### src/rtl/proc_threshold_ctrl.sv
// Threshold register file, frame-synchronous commit, coordinate tracking and per-frame red bounding box.
// Optional PROC_CTRL_IRQ_EN adds a sticky frame interrupt on irq, visible and cleared through STATUS[31].
module proc_threshold_ctrl #(
  parameter int IMAGE_W  = 640,
  parameter int IMAGE_H  = 480,
  parameter int PIPE_LAT = 6,
  parameter int CW       = 11
) (
  input  logic        clk,
  input  logic        reset_n,
  input  logic [2:0]  s_address,
  input  logic        s_write,
  input  logic [31:0] s_writedata,
  input  logic        s_read,
  output logic [31:0] s_readdata,
  input  logic        sop,
  input  logic        packet_video,
  input  logic        in_valid,
  input  logic        red_sector,
  output logic [8:0]  hue_lo,
  output logic [8:0]  hue_hi,
  output logic [7:0]  sat_min,
  output logic [7:0]  val_lo,
  output logic [7:0]  val_hi,
  output logic        proc_en,
`ifdef PROC_CTRL_IRQ_EN
  output logic        irq,
`endif
  output logic        frame_done
);

  localparam logic [CW-1:0] X_LAST  = CW'(IMAGE_W - 1);
  localparam logic [CW-1:0] Y_LAST  = CW'(IMAGE_H - 1);
  localparam logic [19:0]   CNT_MAX = '1;

  typedef enum logic [1:0] {WAIT_SOP, ACTIVE, LATCH} state_t;

  logic [8:0] stg_hue_lo, stg_hue_hi;
  logic [7:0] stg_sat, stg_val_lo, stg_val_hi;
  logic       stg_en;
  logic       commit_pending;

  logic vsop;
  logic wr_hue, wr_sv, wr_ctrl;
  logic commit_now;

  assign vsop    = in_valid & sop & packet_video;
  assign wr_hue  = s_write && (s_address == 3'd0);
  assign wr_sv   = s_write && (s_address == 3'd1);
  assign wr_ctrl = s_write && (s_address == 3'd2);
  // A commit request written on the sop cycle itself is honoured immediately.
  assign commit_now = vsop & (commit_pending | (wr_ctrl & s_writedata[1]));

  always_ff @(posedge clk or negedge reset_n) begin
    if (!reset_n) begin
      stg_hue_lo     <= 9'd5;
      stg_hue_hi     <= 9'd15;
      stg_sat        <= 8'd40;
      stg_val_lo     <= 8'd20;
      stg_val_hi     <= 8'd200;
      stg_en         <= 1'b1;
      commit_pending <= 1'b0;
      hue_lo         <= 9'd5;
      hue_hi         <= 9'd15;
      sat_min        <= 8'd40;
      val_lo         <= 8'd20;
      val_hi         <= 8'd200;
      proc_en        <= 1'b1;
    end else begin
      if (wr_hue) begin
        stg_hue_lo <= s_writedata[8:0];
        stg_hue_hi <= s_writedata[24:16];
      end
      if (wr_sv) begin
        stg_sat    <= s_writedata[7:0];
        stg_val_lo <= s_writedata[15:8];
        stg_val_hi <= s_writedata[23:16];
      end
      if (wr_ctrl) begin
        stg_en <= s_writedata[0];
      end
      if (commit_now) begin
        hue_lo         <= stg_hue_lo;
        hue_hi         <= stg_hue_hi;
        sat_min        <= stg_sat;
        val_lo         <= stg_val_lo;
        val_hi         <= stg_val_hi;
        proc_en        <= stg_en;
        commit_pending <= 1'b0;
      end else if (wr_ctrl && s_writedata[1]) begin
        commit_pending <= 1'b1;
      end
    end
  end

  // Coordinates of the pixel being accepted this cycle; cnt_* holds the previous one.
  logic [CW-1:0] cnt_x, cnt_y;
  logic [CW-1:0] pix_x, pix_y;
  logic          pix_valid, pix_last;

  always_comb begin
    pix_valid = in_valid & packet_video;
    pix_x     = '0;
    pix_y     = '0;
    if (!sop) begin
      if (cnt_x == X_LAST) begin
        pix_x = '0;
        pix_y = (cnt_y == Y_LAST) ? cnt_y : cnt_y + CW'(1);
      end else begin
        pix_x = cnt_x + CW'(1);
        pix_y = cnt_y;
      end
    end
    pix_last = (pix_x == X_LAST) && (pix_y == Y_LAST);
  end

  always_ff @(posedge clk or negedge reset_n) begin
    if (!reset_n) begin
      cnt_x <= '0;
      cnt_y <= '0;
    end else if (pix_valid) begin
      cnt_x <= pix_x;
      cnt_y <= pix_y;
    end
  end

  logic [PIPE_LAT-1:0]         dl_valid, dl_last;
  logic [PIPE_LAT-1:0][CW-1:0] dl_x, dl_y;

  always_ff @(posedge clk or negedge reset_n) begin
    if (!reset_n) begin
      dl_valid <= '0;
      dl_last  <= '0;
      dl_x     <= '0;
      dl_y     <= '0;
    end else begin
      dl_valid <= {dl_valid[PIPE_LAT-2:0], pix_valid};
      dl_last  <= {dl_last[PIPE_LAT-2:0], pix_last};
      dl_x     <= {dl_x[PIPE_LAT-2:0], pix_x};
      dl_y     <= {dl_y[PIPE_LAT-2:0], pix_y};
    end
  end

  logic          d_valid, d_last;
  logic [CW-1:0] d_x, d_y;

  assign d_valid = dl_valid[PIPE_LAT-1];
  assign d_last  = dl_last[PIPE_LAT-1];
  assign d_x     = dl_x[PIPE_LAT-1];
  assign d_y     = dl_y[PIPE_LAT-1];

  state_t        state;
  logic [CW-1:0] acc_min_x, acc_min_y, acc_max_x, acc_max_y;
  logic [19:0]   acc_count;
  logic [CW-1:0] res_min_x, res_min_y, res_max_x, res_max_y;
  logic [19:0]   res_count;
  logic [15:0]   frame_count;
  logic          acc_clr, acc_upd;

  // A video sop outside LATCH either starts or aborts a frame; both start from empty accumulators.
  assign acc_clr = vsop || (state == LATCH);
  assign acc_upd = (state == ACTIVE) && d_valid && red_sector;

  always_ff @(posedge clk or negedge reset_n) begin
    if (!reset_n) begin
      acc_min_x <= '1;
      acc_min_y <= '1;
      acc_max_x <= '0;
      acc_max_y <= '0;
      acc_count <= '0;
    end else if (acc_clr) begin
      acc_min_x <= '1;
      acc_min_y <= '1;
      acc_max_x <= '0;
      acc_max_y <= '0;
      acc_count <= '0;
    end else if (acc_upd) begin
      if (d_x < acc_min_x) acc_min_x <= d_x;
      if (d_y < acc_min_y) acc_min_y <= d_y;
      if (d_x > acc_max_x) acc_max_x <= d_x;
      if (d_y > acc_max_y) acc_max_y <= d_y;
      if (acc_count != CNT_MAX) acc_count <= acc_count + 20'd1;
    end
  end

  always_ff @(posedge clk or negedge reset_n) begin
    if (!reset_n) begin
      state       <= WAIT_SOP;
      res_min_x   <= '1;
      res_min_y   <= '1;
      res_max_x   <= '0;
      res_max_y   <= '0;
      res_count   <= '0;
      frame_count <= '0;
      frame_done  <= 1'b0;
    end else begin
      frame_done <= 1'b0;
      case (state)
        WAIT_SOP: begin
          if (vsop) state <= ACTIVE;
        end
        ACTIVE: begin
          if (!vsop && d_valid && d_last) state <= LATCH;
        end
        LATCH: begin
          res_min_x   <= acc_min_x;
          res_min_y   <= acc_min_y;
          res_max_x   <= acc_max_x;
          res_max_y   <= acc_max_y;
          res_count   <= acc_count;
          frame_count <= frame_count + 16'd1;
          frame_done  <= 1'b1;
          state       <= WAIT_SOP;
        end
        default: state <= WAIT_SOP;
      endcase
    end
  end

  logic irq_bit;

`ifdef PROC_CTRL_IRQ_EN
  logic wr_status;
  assign wr_status = s_write && (s_address == 3'd3);

  always_ff @(posedge clk or negedge reset_n) begin
    if (!reset_n) begin
      irq <= 1'b0;
    end else if (state == LATCH) begin
      irq <= 1'b1;
    end else if (wr_status && s_writedata[31]) begin
      irq <= 1'b0;
    end
  end

  assign irq_bit = irq;
`else
  assign irq_bit = 1'b0;
`endif

  logic unused_wdata;
  assign unused_wdata = ^s_writedata[31:25];

  logic [31:0] rd_mux;

  always_comb begin
    rd_mux = '0;
    case (s_address)
      3'd0: rd_mux = {7'd0, stg_hue_hi, 7'd0, stg_hue_lo};
      3'd1: rd_mux = {8'd0, stg_val_hi, stg_val_lo, stg_sat};
      3'd2: rd_mux = {30'd0, commit_pending, stg_en};
      3'd3: rd_mux = {irq_bit, 14'd0, commit_pending, frame_count};
      3'd4: begin
        rd_mux[CW-1:0]     = res_min_x;
        rd_mux[16+CW-1:16] = res_min_y;
      end
      3'd5: begin
        rd_mux[CW-1:0]     = res_max_x;
        rd_mux[16+CW-1:16] = res_max_y;
      end
      3'd6: rd_mux[19:0] = res_count;
      default: rd_mux = '0;
    endcase
  end

  always_ff @(posedge clk or negedge reset_n) begin
    if (!reset_n) begin
      s_readdata <= '0;
    end else if (s_read) begin
      s_readdata <= rd_mux;
    end
  end

endmodule

### config.mk
export PLATFORM = sky130hd
export DESIGN_NAME = proc_threshold_ctrl
export DESIGN_NICKNAME = d
export VERILOG_FILES = /design/src/rtl/proc_threshold_ctrl.sv
export SDC_FILE = /design/constraint.sdc
export NUM_CORES = 1
export LEC_CHECK = 0
export ABC_CLOCK_PERIOD_IN_PS = 2710
export BUFFER_PORTS_ARGS = -buffer_cell sky130_fd_sc_hd__buf_2
export CAP_MARGIN = 20
export CORE_MARGIN = 2
export CORE_UTILIZATION = 30
export DETAILED_ROUTE_END_ITERATION = 12
export SLEW_MARGIN = 20
export SYNTH_ARGS = -nofsm -noshare
export SYNTH_HDL_FRONTEND = slang
export SYNTH_SLANG_ARGS = --single-unit
export TNS_END_PERCENT = 1
### constraint.sdc
create_clock -name clk -period 2.71 [get_ports clk]
set_input_delay 0.4065 -clock clk [delete_from_list [all_inputs] [get_ports clk]]
set_output_delay 0.4065 -clock clk [all_outputs]
set_load 0.03 [all_outputs]
# --- After elaboration in Yosys (flattened, before gate mapping) ---
# Index checks and enable logic that the tools add are counted.
classes:
  n_addsub: 4
  order_cmp: 4
  eq_ne: 15
  mux: 30
  bitwise: 6
  n_reduce_logical: 26
op_table:
  columns: ["operator", "count"]
  rows:
  - ["two-way mux 11 bit", 17]
  - ["one-hot mux 11 bit (7 select lines)", 1]
  - ["two-way mux 20 bit", 3]
  - ["one-hot mux 7 bit (4 select lines)", 1]
  - ["one-hot mux 4 bit (6 select lines)", 1]
  - ["adder 11 x 1 -> 11 bit (second input constant)", 2]
  - ["== test 11 x 10 -> 1 bit (second input constant)", 2]
  - ["== test 11 x 9 -> 1 bit (second input constant)", 2]
  - ["> comparator 11 bit", 2]
  - ["less-than comparator 11 bit", 2]
  - ["adder 20 x 1 -> 20 bit (second input constant)", 1]
  - ["inequality test 20 bit (second input constant)", 1]
  - ["adder 16 x 1 -> 16 bit (second input constant)", 1]
  - ["one-hot mux 5 bit (3 select lines)", 1]
  - ["nonzero test 2 bit", 7]
  - ["AND reduction 2 bit", 6]
  - ["== test 3 bit (second input constant)", 3]
  - ["logical AND 1 bit", 9]
  - ["== test 3 x 2 -> 1 bit (second input constant)", 2]
  - ["AND 1 bit", 5]
  - ["two-way mux 2 bit", 2]
  - ["one-hot mux 2 bit (2 select lines)", 1]
  - ["== test 3 x 1 -> 1 bit (second input constant)", 1]
  - ["zero test 3 bit", 1]
  - ["other kinds (9)", 11]
totals:
  regBits: 427
  in_bits: 43
  out_inout_bits: 76
  word_cells: 128

# --- Depth between registers and ports, before layout ---
# Gate-level depths: netlist (run 1).
logic_depth:
  ltp_word: 7
  ltp_mapped: 9

# --- Worst setup path after synthesis (run 1) ---
# No wires, ideal clock.
synth_timing:
  kind: "flip-flop to flip-flop"
  startpoint: "reg cnt_x[7]"
  endpoint: "reg dl_last[0]"
  setup_time_ns: 0.125
  arrival_time_ns: 2.374
  required_ns: 2.585
  setup_slack_ns: 0.211
  path_stages_with_launch: 7
  path_buffers: 0
  synth_period_minus_slack_ns: 2.499
  cell_sequence: "dfrtp_1 > or4b_4 > or3_4 > or4_2 > a21boi_2 > nand3b_1 > nor4_2"
synth_via:
  elab_chain_cells: 5
  elab_cells_between_ends: 9
  cone_classes: "add/sub (1); eq/ne (3); mux (4); reduce/logical (1)"
synth_rtl:
  columns: ["element", "line", "rtl"]
  rows:
  - ["start, declared", "97", "logic [CW-1:0] cnt_x, cnt_y;"]
  - ["start signal, assigned", "122", "cnt_x <= pix_x;"]
  - ["== test 11 x 10 -> 1 bit", "106", "if (cnt_x == X_LAST) begin"]
  - ["two-way mux 11 bit", "106", null]
  - ["two-way mux 11 bit", "105", "if (!sop) begin"]
  - ["net pix_y[9]", "98", "logic [CW-1:0] pix_x, pix_y;"]
  - ["== test 11 x 9 -> 1 bit", "114", "pix_last = (pix_x == X_LAST) && (pix_y == Y_LAST);"]
  - ["logical AND 1 bit", "114", null]
  - ["net pix_last", "99", "logic pix_valid, pix_last;"]
  - ["end signal, assigned", "138", "dl_last <= {dl_last[PIPE_LAT-2:0], pix_last};"]
  - ["end, declared", "127", "logic [PIPE_LAT-1:0] dl_valid, dl_last;"]
# The timed path passes the listed nets, and every way through them passes these cells.
# A chain may end at the register's enable or synchronous reset.

# --- Worst setup path after layout (run 1) ---
layout_timing:
  startpoint: "reg cnt_x[8]"
  endpoint: "reg dl_last[0]"
# Same word-level chain as after synthesis.

==> results of run 1 <==
-- kinds of logic after synthesis --
| logic type | count (synthesis) | share of synthesized area (%) |
|---|---|---|
| flip-flops | 427 | 60.9 |
| adder cells (fa/ha/maj) | 46 | 3.25 |
| buffers and inverters | 152 | 3.51 |
| AO/OA/AOI/OAI | 175 | 6.62 |
| XOR/XNOR | 35 | 1.73 |
| AND/OR/NAND/NOR | 329 | 8.93 |
| multiplexers | 233 | 15.1 |
| other | 1 | 0.0212 |
-- layout by cell type, fill, tap and decap left out, types with 8 or more instances in the layout --
cell type  count
mux4_2        11
buf_2        105
o31ai_1       15
buf_4         35
o22ai_1       18
dfrtp_1      355
a21o_1        13
inv_1         77
nor2_1       105
mux2_2       157
clkbuf_16     43
xnor2_1       24
dfstp_2       72
and3_1         9
and4_1         8
a31oi_1        8
nor2b_1        9
mux2i_1       65
xor2_1        11
nand2_1      106
clkbuf_1      10
ha_1          46
nand4_1       19
nand3_1       19
a21oi_1       41
o21ai_0       26
or3_1          9
buf_12         8
-- power breakdown --
part | switching (mW) | total [mW] | internal (mW)
Sequential | 0.434 | 7.57 | 7.13
Combinational | 1.34 | 2.19 | 0.850
Clock | 2.37 | 5.84 | 3.47
Total | 4.15 | 15.6 | 11.5
-- registers in the layout, indices dropped and copies added (netlist names), 9 cells and up --
register,count
acc_min_x,11
acc_max_x,11
d_x,11
cnt_y,11
acc_count,20
res_min_x,11
stg_hue_lo,9
frame_count,16
d_y,11
hue_hi,9
res_count,20
stg_hue_hi,9
res_max_y,11
res_min_y,11
dl_x,55
dl_y,55
cnt_x,11
hue_lo,9
s_readdata,27
res_max_x,11
acc_min_y,11
acc_max_y,11
-- metrics by stage --
step	hold slack [ns]	instances
5_1_grt	0.0765	2325
4_1_cts	0.0710	2325
3_3_place_gp	0.331	2249
2_1_floorplan	0.111	1402
3_5_place_dp	0.335	2249
6_report	0.0880	2325
-- worst max path at each step --
stage	start	endpoint	slack (ns)	cells past startpoint
3_3_place_gp	cnt_x[8]$_DFFE_PN0P_	dl_last[0]$_DFF_PN0_	0.12	6
4_1_cts	cnt_x[8]$_DFFE_PN0P_	dl_last[0]$_DFF_PN0_	0.08	6
3_5_place_dp	cnt_x[8]$_DFFE_PN0P_	dl_last[0]$_DFF_PN0_	0.09	6
5_1_grt	cnt_x[10]$_DFFE_PN0P_	dl_last[0]$_DFF_PN0_	0.04	6
2_1_floorplan	cnt_x[7]$_DFFE_PN0P_	dl_last[0]$_DFF_PN0_	0.21	6
6_report	cnt_x[8]$_DFFE_PN0P_	dl_last[0]$_DFF_PN0_	0.10	6
-- per-layer routing --
layer / vias to the layer above / track usage [%]
met5: - / 0
li1: 5115 / -
met2: 215 / 19.8
met3: 65 / 2.11
met1: 5529 / 16.5
met4: 0 / 3.83
-- critical path, stage by stage (launching register included) --
cell	delay, ns
dfrtp_1	0.41
or4b_4	0.57
or3_4	0.43
or4_4	0.54
a21oi_4	0.18
o2111ai_1	0.16
nor4_2	0.23
-- layout make-up --
| cell class | instances | area [sq um] | area share [%] |
|---|---|---|---|
| Clock buffer | 59 | 1200 | 5.76 |
| Sequential cell | 427 | 10800 | 51.9 |
| Clock inverter | 16 | 199 | 0.959 |
| Multi-Input combinational cell | 823 | 6350 | 30.6 |
| Timing Repair Buffer | 150 | 973 | 4.69 |
| Inverter | 77 | 289 | 1.39 |
| Tap cell | 773 | 967 | 4.66 |
==> flow_metrics.env, run 1 <==
export IMPL_syn_area_sq_um=17700
export IMPL_route_antenna_remaining_nets=0
export IMPL_core_area_sq_um=58700
export IMPL_synth_edff_count=0
export IMPL_area_delta_synth_final_pct=17.2
export IMPL_wl_met1_um=16900
export IMPL_insertion_delay_ns=0.55
export IMPL_num_io_pins=119
export IMPL_min_to="stg_val_lo[6]$_DFFE_PN0P_"
export IMPL_clk_pin_slew_worst_paths_ns=0.06
export IMPL_finalSetupViolCount=0
export IMPL_slew_headroom_pct=53.0
export IMPL_gp_congestion=0.785
export IMPL_setup_ws_ns=0.102
export IMPL_clock_skew_ns=0.0268
export IMPL_crit_path_max_fanout=6
export IMPL_vias=10900
export IMPL_cts_root_buffer="clkbuf_16"
export IMPL_required_ns=3.15
export IMPL_post_dp_hpwl_um=25900
export IMPL_grt_max_degree=81
export IMPL_synthFlopType="dfrtp_1"
export IMPL_cts_buffers=42
export IMPL_power_density_nw_per_um2=752
export IMPL_slew_viol_final=0
export IMPL_cts_sinks=427
export IMPL_clock_path_buffers=3
export IMPL_fin_crit_sh_pct=96.3
export IMPL_final_cell_area_sq_um=20700
export IMPL_r2r_start="cnt_x[8]$_DFFE_PN0P_"
export IMPL_die_area_sq_um=61000
export IMPL_netlist_instances=1398
export IMPL_wire_per_inst_um=15.8
export IMPL_hp_start="s_writedata[14]"
export IMPL_fillerInstances=5668
export IMPL_cp_data_arrival_time_ns=3.05
export IMPL_synth_common_cells="dfrtp_1 (355), mux2_2 (157), nand2_1 (106), nor2_1 (106), inv_1 (77)"
export IMPL_final_nets=1610
export IMPL_postCtsSetupBuffers=0
export IMPL_grt_usage_pct=12.2
export IMPL_ir_drop_mv=0.600
export IMPL_rr_worst_depth=6
export IMPL_die_x_um=247
export IMPL_cp_end_kind="flip-flop"
export IMPL_ys_ff_latch=427
export IMPL_drive_above_1_share_pct=30.8
export IMPL_dp_slack_ns=0.0922
export IMPL_seq_area_frac_synth_pct=60.9
export IMPL_critPathLaunchType="flip-flop"
export IMPL_numPortBuffers=106
export IMPL_final_setup_tns_ns=0
export IMPL_regToRegEndpoint="dl_last[0]$_DFF_PN0_"
export IMPL_dpl_instance_area_sq_um=19300
export IMPL_drc_errors=0
export IMPL_drt_iter0_markers=619
export IMPL_yosysMostFrequentCell="dfrtp_1"
export IMPL_synth_area_leaders="dfrtp_1 (50%), dfstp_2 (11%), mux2_2 (10%)"
export IMPL_hold_viol_final=0
export IMPL_grt_overflow=0
export IMPL_hold_path_class="input pin to flip-flop"
export IMPL_synthDistinctLibCells=69
export IMPL_clock_fmax_mhz=383
export IMPL_holdPathStages=2
export IMPL_layout_min_cycle_time_ns=2.61
export IMPL_cap_violations=0
export IMPL_yosysTopAreaCell="dfrtp_1"
export IMPL_holdBufCountCts=1
export IMPL_wl_met3_um=1620
export IMPL_cts_htree_levels=2
export IMPL_cts_resized=0
export IMPL_routed_top_layer="met4"
export IMPL_cts_tree="yes"
export IMPL_reg2reg_setup_slack_ns=0.10
export IMPL_finalPower_mw=15.6
export IMPL_initial_utilization_pct=30.2
export IMPL_fin_util_pct=35.4
export IMPL_crit_type="flip-flop to flip-flop"
export IMPL_antenna_cells=0
export IMPL_met2_length_um=17200
export IMPL_async_flop_share_pct=100
export IMPL_status="completed"
export IMPL_grt_pass1_vias=11000
export IMPL_grt_pass1_wl_um=59900
export IMPL_routed_wl_um=36700
export IMPL_synth_top_area_share_pct=50.2
export IMPL_rsz0062_at_grt="no"
export IMPL_placementRows=89
export IMPL_dr_pass1_iters=5
export IMPL_leakage_nw=9.50
export IMPL_yosys_warnings=0
export IMPL_worstMarginPinSlew_ns=0.705
export IMPL_avgSynthCellArea_sq_um=12.7
export IMPL_die_h_um=247
export IMPL_viasPerCell=4.70
export IMPL_antenna_found_initial=0
Note: power is estimated with default switching activity, not from simulation.
==> inputs of run 2 (changes only) <==
--- a/config.mk
+++ b/config.mk
@@ -9,8 +9,10 @@
 export BUFFER_PORTS_ARGS = -buffer_cell sky130_fd_sc_hd__buf_2
 export CAP_MARGIN = 20
 export CORE_MARGIN = 2
-export CORE_UTILIZATION = 30
+export CORE_UTILIZATION = 45
 export DETAILED_ROUTE_END_ITERATION = 12
+export HOLD_SLACK_MARGIN = 0.06
+export PLACE_DENSITY_LB_ADDON = 0.12
 export SLEW_MARGIN = 20
 export SYNTH_ARGS = -nofsm -noshare
 export SYNTH_HDL_FRONTEND = slang
==> run 2 against run 1 <==
  * Cell count decreased by 9.9%
  * First-iteration DRC count shrank 8.2%
  * Sequential power about the same
  * Sequential cell count unchanged
  * Critical endpoint unchanged
  * Largest cell class unchanged
==> flow_metrics.env, run 2 (synthesized netlist as in run 1, its figures left out) <==
export IMPL_crit_path_max_fanout=6
export IMPL_drive_above_1_share_pct=31.4
export IMPL_vias=10800
export IMPL_hold_path_class="input pin to flip-flop"
export IMPL_clkPwrFrac_pct=40.6
export IMPL_clock_skew_ns=0.0265
export IMPL_ir_drop_mv=0.492
export IMPL_leakage_nw=9.71
export IMPL_cp_top_family="simple AND/OR/NAND/NOR gates"
export IMPL_routed_wl_um=36400
export IMPL_switchingPower_mw=4.23
export IMPL_dp_cells=1996
export IMPL_grt_max_degree=103
export IMPL_grt_pass1_wl_um=60300
export IMPL_finalPower_mw=16.4
export IMPL_viasPerCell=5.15
export IMPL_regToRegEndpoint="dl_last[0]$_DFF_PN0_"
export IMPL_grt_overflow=0
export IMPL_antenna_found_initial=0
export IMPL_power_frac_comb_pct=13.4
export IMPL_cts_htree_levels=2
export IMPL_gp_congestion=0.826
export IMPL_final_setup_tns_ns=0
export IMPL_final_common_cell="dfrtp_1"
export IMPL_setup_ws_ns=0.0844
export IMPL_fin_crit_sh_pct=96.9
export IMPL_grt_usage_pct=18.5
export IMPL_cp_data_arrival_time_ns=3.08
export IMPL_grt_pass1_vias=10900
export IMPL_placementRows=72
export IMPL_cap_violations=0
export IMPL_cts_tree="yes"
export IMPL_numPortBuffers=106
export IMPL_p_sw_share_pct=25.7
export IMPL_drc_errors=0
export IMPL_die_x_um=202
export IMPL_clk_pin_slew_worst_paths_ns=0.06
export IMPL_route_antenna_remaining_nets=0
export IMPL_worstMarginPinSlew_ns=0.762
export IMPL_num_io_pins=119
export IMPL_final_nets=1631
export IMPL_slew_headroom_pct=49.1
export IMPL_core_area_sq_um=38700
export IMPL_cts_sinks=427
export IMPL_cts_buffers=46
export IMPL_endpoint="dl_last[0]$_DFF_PN0_"
export IMPL_drt_iter0_markers=568
export IMPL_dr_pass1_iters=4
export IMPL_final_cell_area_sq_um=20900
export IMPL_initial_utilization_pct=45.7
export IMPL_cp_startpoint="cnt_x[8]$_DFFE_PN0P_"
export IMPL_die_area_sq_um=40900
export IMPL_crit_cells=6
export IMPL_mostFrequentLayoutCells="dfrtp_1 (355), mux2_2 (157), nand2_1 (106)"
export IMPL_worstPathCellList="or4b_4 > or3_4 > or4_2 > a21boi_2 > nand3b_1 > nor4_2"
export IMPL_clock_fmax_mhz=381
export IMPL_crit_type="flip-flop to flip-flop"
export IMPL_cts_root_buffer="clkbuf_16"
export IMPL_intPower_mw=12.2
export IMPL_fin_util_pct=53.9
export IMPL_wire_per_inst_um=17.4
export IMPL_reg2reg_setup_slack_ns=0.08
export IMPL_area_delta_synth_final_pct=17.9
export IMPL_required_ns=3.16
export IMPL_path_buf_inv=0
export IMPL_critPathLaunchType="flip-flop"
export IMPL_finalSetupViolCount=0
export IMPL_slew_viol_final=0
export IMPL_antenna_cells=0
export IMPL_status="completed"
export IMPL_dpl_instance_area_sq_um=19100
export IMPL_cp_slowest_cell="or4_2"
export IMPL_cp_end_kind="flip-flop"
export IMPL_insertion_delay_ns=0.57
export IMPL_die_h_um=202
export IMPL_rsz0062_at_grt="no"
export IMPL_r2r_start="cnt_x[8]$_DFFE_PN0P_"
export IMPL_reg_top3="dl_x: 55 flops, dl_y: 55 flops, s_readdata: 27 flops"
export IMPL_seqPwrFrac_pct=46.0
export IMPL_clock_path_buffers=3
export IMPL_post_dp_hpwl_um=25600
export IMPL_dp_slack_ns=0.0829
export IMPL_hold_viol_final=0
export IMPL_power_density_nw_per_um2=788
export IMPL_layout_min_cycle_time_ns=2.63
export IMPL_whs_ns=0.0906
export IMPL_stdcell_count=2095
export IMPL_rr_worst_depth=6
export IMPL_crit_path_max_incr_delay_ns=0.67
[run 2: cell types whose count changed in the layout (fill, tap and decap cells not counted), sizes merged]
cell         change
dlygate4sd3     +12
clkbuf           +9
buf              +5
bufinv           +3
clkinv           -3
clkinvlp         -1
[run 2: power groups by stage]
| stage | sequential (mW) | clock [mW] | combinational [mW] |
|---|---|---|---|
| 3_5_place_dp | 7.67 | 0 | 2.21 |
| 3_3_place_gp | 7.65 | 0 | 2.17 |
| 2_1_floorplan | 8.12 | 0 | 0.932 |
| 5_1_grt | 7.65 | 7.15 | 2.40 |
| 6_report | 7.56 | 6.68 | 2.20 |
| 4_1_cts | 7.56 | 6.87 | 2.23 |
[run 2: how the worst min path moves through the flow]
stage	start	cells after the start	slack (ns)	end
floorplan	reset_n	0	0.11	acc_count[0]$_DFFE_PN0P_
global placement	dl_y[29]$_DFF_PN0_	0	0.33	dl_y[40]$_DFF_PN0_
detailed placement	dl_x[54]$_DFF_PN0_	0	0.33	d_x[10]$_DFF_PN0_
CTS	s_writedata[20]	2	0.06	stg_hue_hi[4]$_DFFE_PN0P_
global route	s_writedata[4]	2	0.07	stg_sat[4]$_DFFE_PN0P_
finish	s_writedata[2]	2	0.09	stg_sat[2]$_DFFE_PN0P_
[run 2: timing repair]
item	CTS	global route
gates resized for setup	0	1
endpoints found under the hold margin	60	0
setup buffers	0	3
hold buffers	13	0
setup endpoints to repair	0	1
[run 2: layout make-up]
class / instances / area [sq um]
inverters: 77 / 289
well taps: 518 / 648
flip-flops and latches: 427 / 10800
repair buffers: 167 / 1140
multi-input cells: 823 / 6350
clock buffers: 68 / 1400
clock inverters: 15 / 259
fillers: 3301 / 17900
[run 2: metal layers]
metal | GRT usage (%) | share of wire [%] | wire (um)
met4 | 5.01 | 2.0 | 717
met2 | 27.5 | 44 | 16100
met3 | 3.35 | 4.3 | 1560
met1 | 27.8 | 50 | 18000
met5 | 0 | 0 | 0
[run 2: worst register-to-register path: stages (launching register included)]
cell and delay, ns:
dfrtp_1 0.41, or4b_4 0.59, or3_4 0.45, or4_2 0.67
a21boi_2 0.19, nand3b_1 0.16, nor4_2 0.05
==> inputs of run 3 (changes only) <==
--- a/config.mk
+++ b/config.mk
@@ -5,12 +5,14 @@
 export SDC_FILE = /design/constraint.sdc
 export NUM_CORES = 1
 export LEC_CHECK = 0
+export ABC_AREA = 1
 export ABC_CLOCK_PERIOD_IN_PS = 2710
 export BUFFER_PORTS_ARGS = -buffer_cell sky130_fd_sc_hd__buf_2
 export CAP_MARGIN = 20
 export CORE_MARGIN = 2
 export CORE_UTILIZATION = 45
 export DETAILED_ROUTE_END_ITERATION = 12
+export GPL_TIMING_DRIVEN = 1
 export HOLD_SLACK_MARGIN = 0.06
 export PLACE_DENSITY_LB_ADDON = 0.12
 export SLEW_MARGIN = 20
==> run 3 against run 2 <==
  * Global-route usage increased by 1.5 points
  * Cell count increased by 16%
  * Clock power decreased by 5.7%
  * Utilization shrank 1.3 points
  * Critical path depth up 5
  * Critical path type unchanged
==> flow_metrics.env, run 3 <==
export IMPL_slew_headroom_pct=46.2
export IMPL_synth_area_leaders="dfrtp_1 (51%), dfstp_2 (11%), nand2_1 (9.3%)"
export IMPL_reg_top3="dl_x: 55 flops, dl_y: 55 flops, s_readdata: 27 flops"
export IMPL_final_nets=1968
export IMPL_grt_pass1_vias=12000
export IMPL_required_ns=3.17
export IMPL_grt_pass1_wl_um=64400
export IMPL_finalSetupViolCount=0
export IMPL_hold_path_class="input pin to flip-flop"
export IMPL_cap_violations=0
export IMPL_cts_tree="yes"
export IMPL_wire_per_inst_um=16.1
export IMPL_fin_crit_sh_pct=87.7
export IMPL_leakage_nw=10.1
export IMPL_gp_congestion=0.894
export IMPL_antenna_found_initial=0
export IMPL_grt_usage_pct=20.0
export IMPL_dp_slack_ns=0.352
export IMPL_core_area_sq_um=38500
export IMPL_crit_type="flip-flop to flip-flop"
export IMPL_power_density_nw_per_um2=775
export IMPL_grt_max_degree=90
export IMPL_yosys_warnings=0
export IMPL_layout_min_cycle_time_ns=2.38
export IMPL_die_x_um=201
export IMPL_drive_above_1_share_pct=18.2
export IMPL_postCtsSetupBuffers=0
export IMPL_numPortBuffers=106
export IMPL_drt_iter0_markers=741
export IMPL_worstMarginPinSlew_ns=0.806
export IMPL_synth_common_cells="nand2_1 (433), dfrtp_1 (355), o21ai_0 (205)"
export IMPL_antenna_cells=0
export IMPL_placementRows=72
export IMPL_final_common_cell="nand2_1"
export IMPL_synthDistinctLibCells=48
export IMPL_dr_pass1_iters=7
export IMPL_viasPerCell=4.94
export IMPL_crit_path_max_fanout=12
export IMPL_cts_htree_levels=2
export IMPL_async_flop_share_pct=100
export IMPL_num_io_pins=119
export IMPL_drc_errors=0
export IMPL_met2_usage_pct=33.2
export IMPL_ir_drop_mv=0.408
export IMPL_clock_skew_ns=0.0159
export IMPL_area_delta_synth_final_pct=16.1
export IMPL_cp_data_arrival_time_ns=2.83
export IMPL_status="completed"
export IMPL_cp_end_kind="flip-flop"
export IMPL_ys_ff_latch=427
export IMPL_clock_fmax_mhz=421
export IMPL_critPathLaunchType="flip-flop"
export IMPL_hold_viol_final=0
export IMPL_post_dp_hpwl_um=28400
export IMPL_yosysTopAreaCell="dfrtp_1"
export IMPL_die_h_um=201
export IMPL_cts_resized=0
export IMPL_clock_path_buffers=3
export IMPL_final_setup_tns_ns=0
export IMPL_initial_utilization_pct=45.3
export IMPL_holdBufCountCts=1
export IMPL_setup_ws_ns=0.334
export IMPL_cp_startpoint="cnt_x[0]$_DFFE_PN0P_"
export IMPL_seq_area_frac_synth_pct=61.8
export IMPL_cts_buffers=45
export IMPL_grtUsageMet3_pct=3.10
export IMPL_rsz0062_at_grt="no"
export IMPL_dpl_instance_area_sq_um=18700
export IMPL_syn_area_sq_um=17400
export IMPL_crit_path_max_incr_delay_ns=0.54
export IMPL_cts_root_buffer="clkbuf_16"
export IMPL_netlist_instances=1756
export IMPL_die_area_sq_um=40300
export IMPL_busiest_layer="met2"
export IMPL_mostFrequentLayoutCells="nand2_1 (432), dfrtp_1 (355), o21ai_0 (205)"
export IMPL_cp_slowest_cell="dfrtp_1"
export IMPL_r2r_start="cnt_x[0]$_DFFE_PN0P_"
export IMPL_grt_use_met1_pct=27.4
export IMPL_avgSynthCellArea_sq_um=9.93
export IMPL_cts_sinks=427
export IMPL_fillerInstances=3489
export IMPL_hp_start="s_writedata[10]"
export IMPL_slew_viol_final=0
export IMPL_worstPathCellList="ha_1 > nand2_2 > nor2_4 > nand3_2 > nor2_4 > nand2_2 > nor2_1 > nor2_1 > nor2_1 > nand4_1 > nor2_1"
export IMPL_synth_top_area_share_pct=51.0
export IMPL_grt_overflow=0
export IMPL_worst_path_most_repeated_cell="nor2_1"
export IMPL_insertion_delay_ns=0.54
export IMPL_clk_pin_slew_worst_paths_ns=0.06
export IMPL_routed_wl_um=39200
export IMPL_yosysMostFrequentCell="nand2_1"
export IMPL_synthFlopType="dfrtp_1"
export IMPL_reg2reg_setup_slack_ns=0.33
export IMPL_route_antenna_remaining_nets=0
export IMPL_vias=12000
export IMPL_synth_edff_count=0
export IMPL_final_cell_area_sq_um=20200
run 3: changes by cell type after synthesis, sizes merged, moves of 14 or more:
| cell | previous run | this run |
|---|---|---|
| nand2 | 106 | 437 |
| o21ai | 26 | 208 |
| inv | 77 | 201 |
| mux2 | 157 | 41 |
| nand3 | 19 | 93 |
| mux2i | 65 | 1 |
| nor2 | 106 | 79 |
| xnor2 | 24 | 2 |
| o31ai | 15 | 1 |
run 3: per-stage QoR:
stage / instances / util [%] / power [mW] / hold slack, ns
after floorplan: 1760 / - / 8.72 / 0.111
after detailed placement: 2349 / 48.6 / 9.53 / 0.335
after CTS: 2431 / 52.6 / 15.9 / 0.0797
after global placement: 2349 / 48.6 / 9.46 / 0.331
after global routing: 2431 / 52.6 / 16.4 / 0.0941
final: 2431 / 52.6 / 15.7 / 0.106
run 3: layer usage:
metal  vias to the layer above  wire, um
met2                       203     18800
met4                         0       921
met3                        57      1430
met1                      5820     18100
li1                       5941         -
met5                         -         0
run 3: area by class of cell:
cell class / instances / area (sq um) / area share [%]
multi-input combinational: 1058 / 5600 / 27.7
sequential: 427 / 10800 / 53.3
tap: 518 / 648 / 3.20
clock buffer: 66 / 1290 / 6.40
clock inverter: 15 / 231 / 1.14
inverter: 205 / 769 / 3.80
timing repair buffer: 142 / 913 / 4.51
run 3: cells by family (layout without fill, tap and decap cells):
logic type | Yosys count | in the layout | share of synthesized area [%]
DFF | 427 | 427 | 61.8
adders and majority gates | 46 | 46 | 3.30
and+or+nand+nor | 653 | 653 | 15.7
muxes | 42 | 42 | 2.71
AOI/OAI and AO/OA | 294 | 294 | 9.29
other | 1 | 5 | 0.0215
xor gates and xnor gates | 18 | 18 | 0.948
buffers and inverters | 275 | 428 | 6.18
run 3: power breakdown:
part | leakage [nW] | internal [mW] | total (mW) | switching [mW]
Clock | 0.750 | 3.88 | 6.30 | 2.43
Sequential | 5.59 | 7.05 | 7.37 | 0.327
Combinational | 3.73 | 0.627 | 2.01 | 1.38
Total | 10.1 | 11.5 | 15.7 | 4.14
run 3: worst paths after layout:
path,depth (start not counted),to
worst max-delay path,11,dl_last[0]$_DFF_PN0_
worst min-delay path,2,stg_val_lo[2]$_DFFE_PN1P_
worst max register to register,11,dl_last[0]$_DFF_PN0_
worst min register to register,0,dl_y[28]$_DFF_PN0_
max in group asynchronous,3,cnt_y[8]$_DFFE_PN0P_
min in group asynchronous,2,hue_lo[3]$_DFFE_PN0P_
run 3: worst max-delay path: cells and delay by family (launching register included):
family                     cells  cell delay [ns]
adders and majority gates      1             0.27
and+or+nand+nor               10             1.47
DFF                            1             0.54
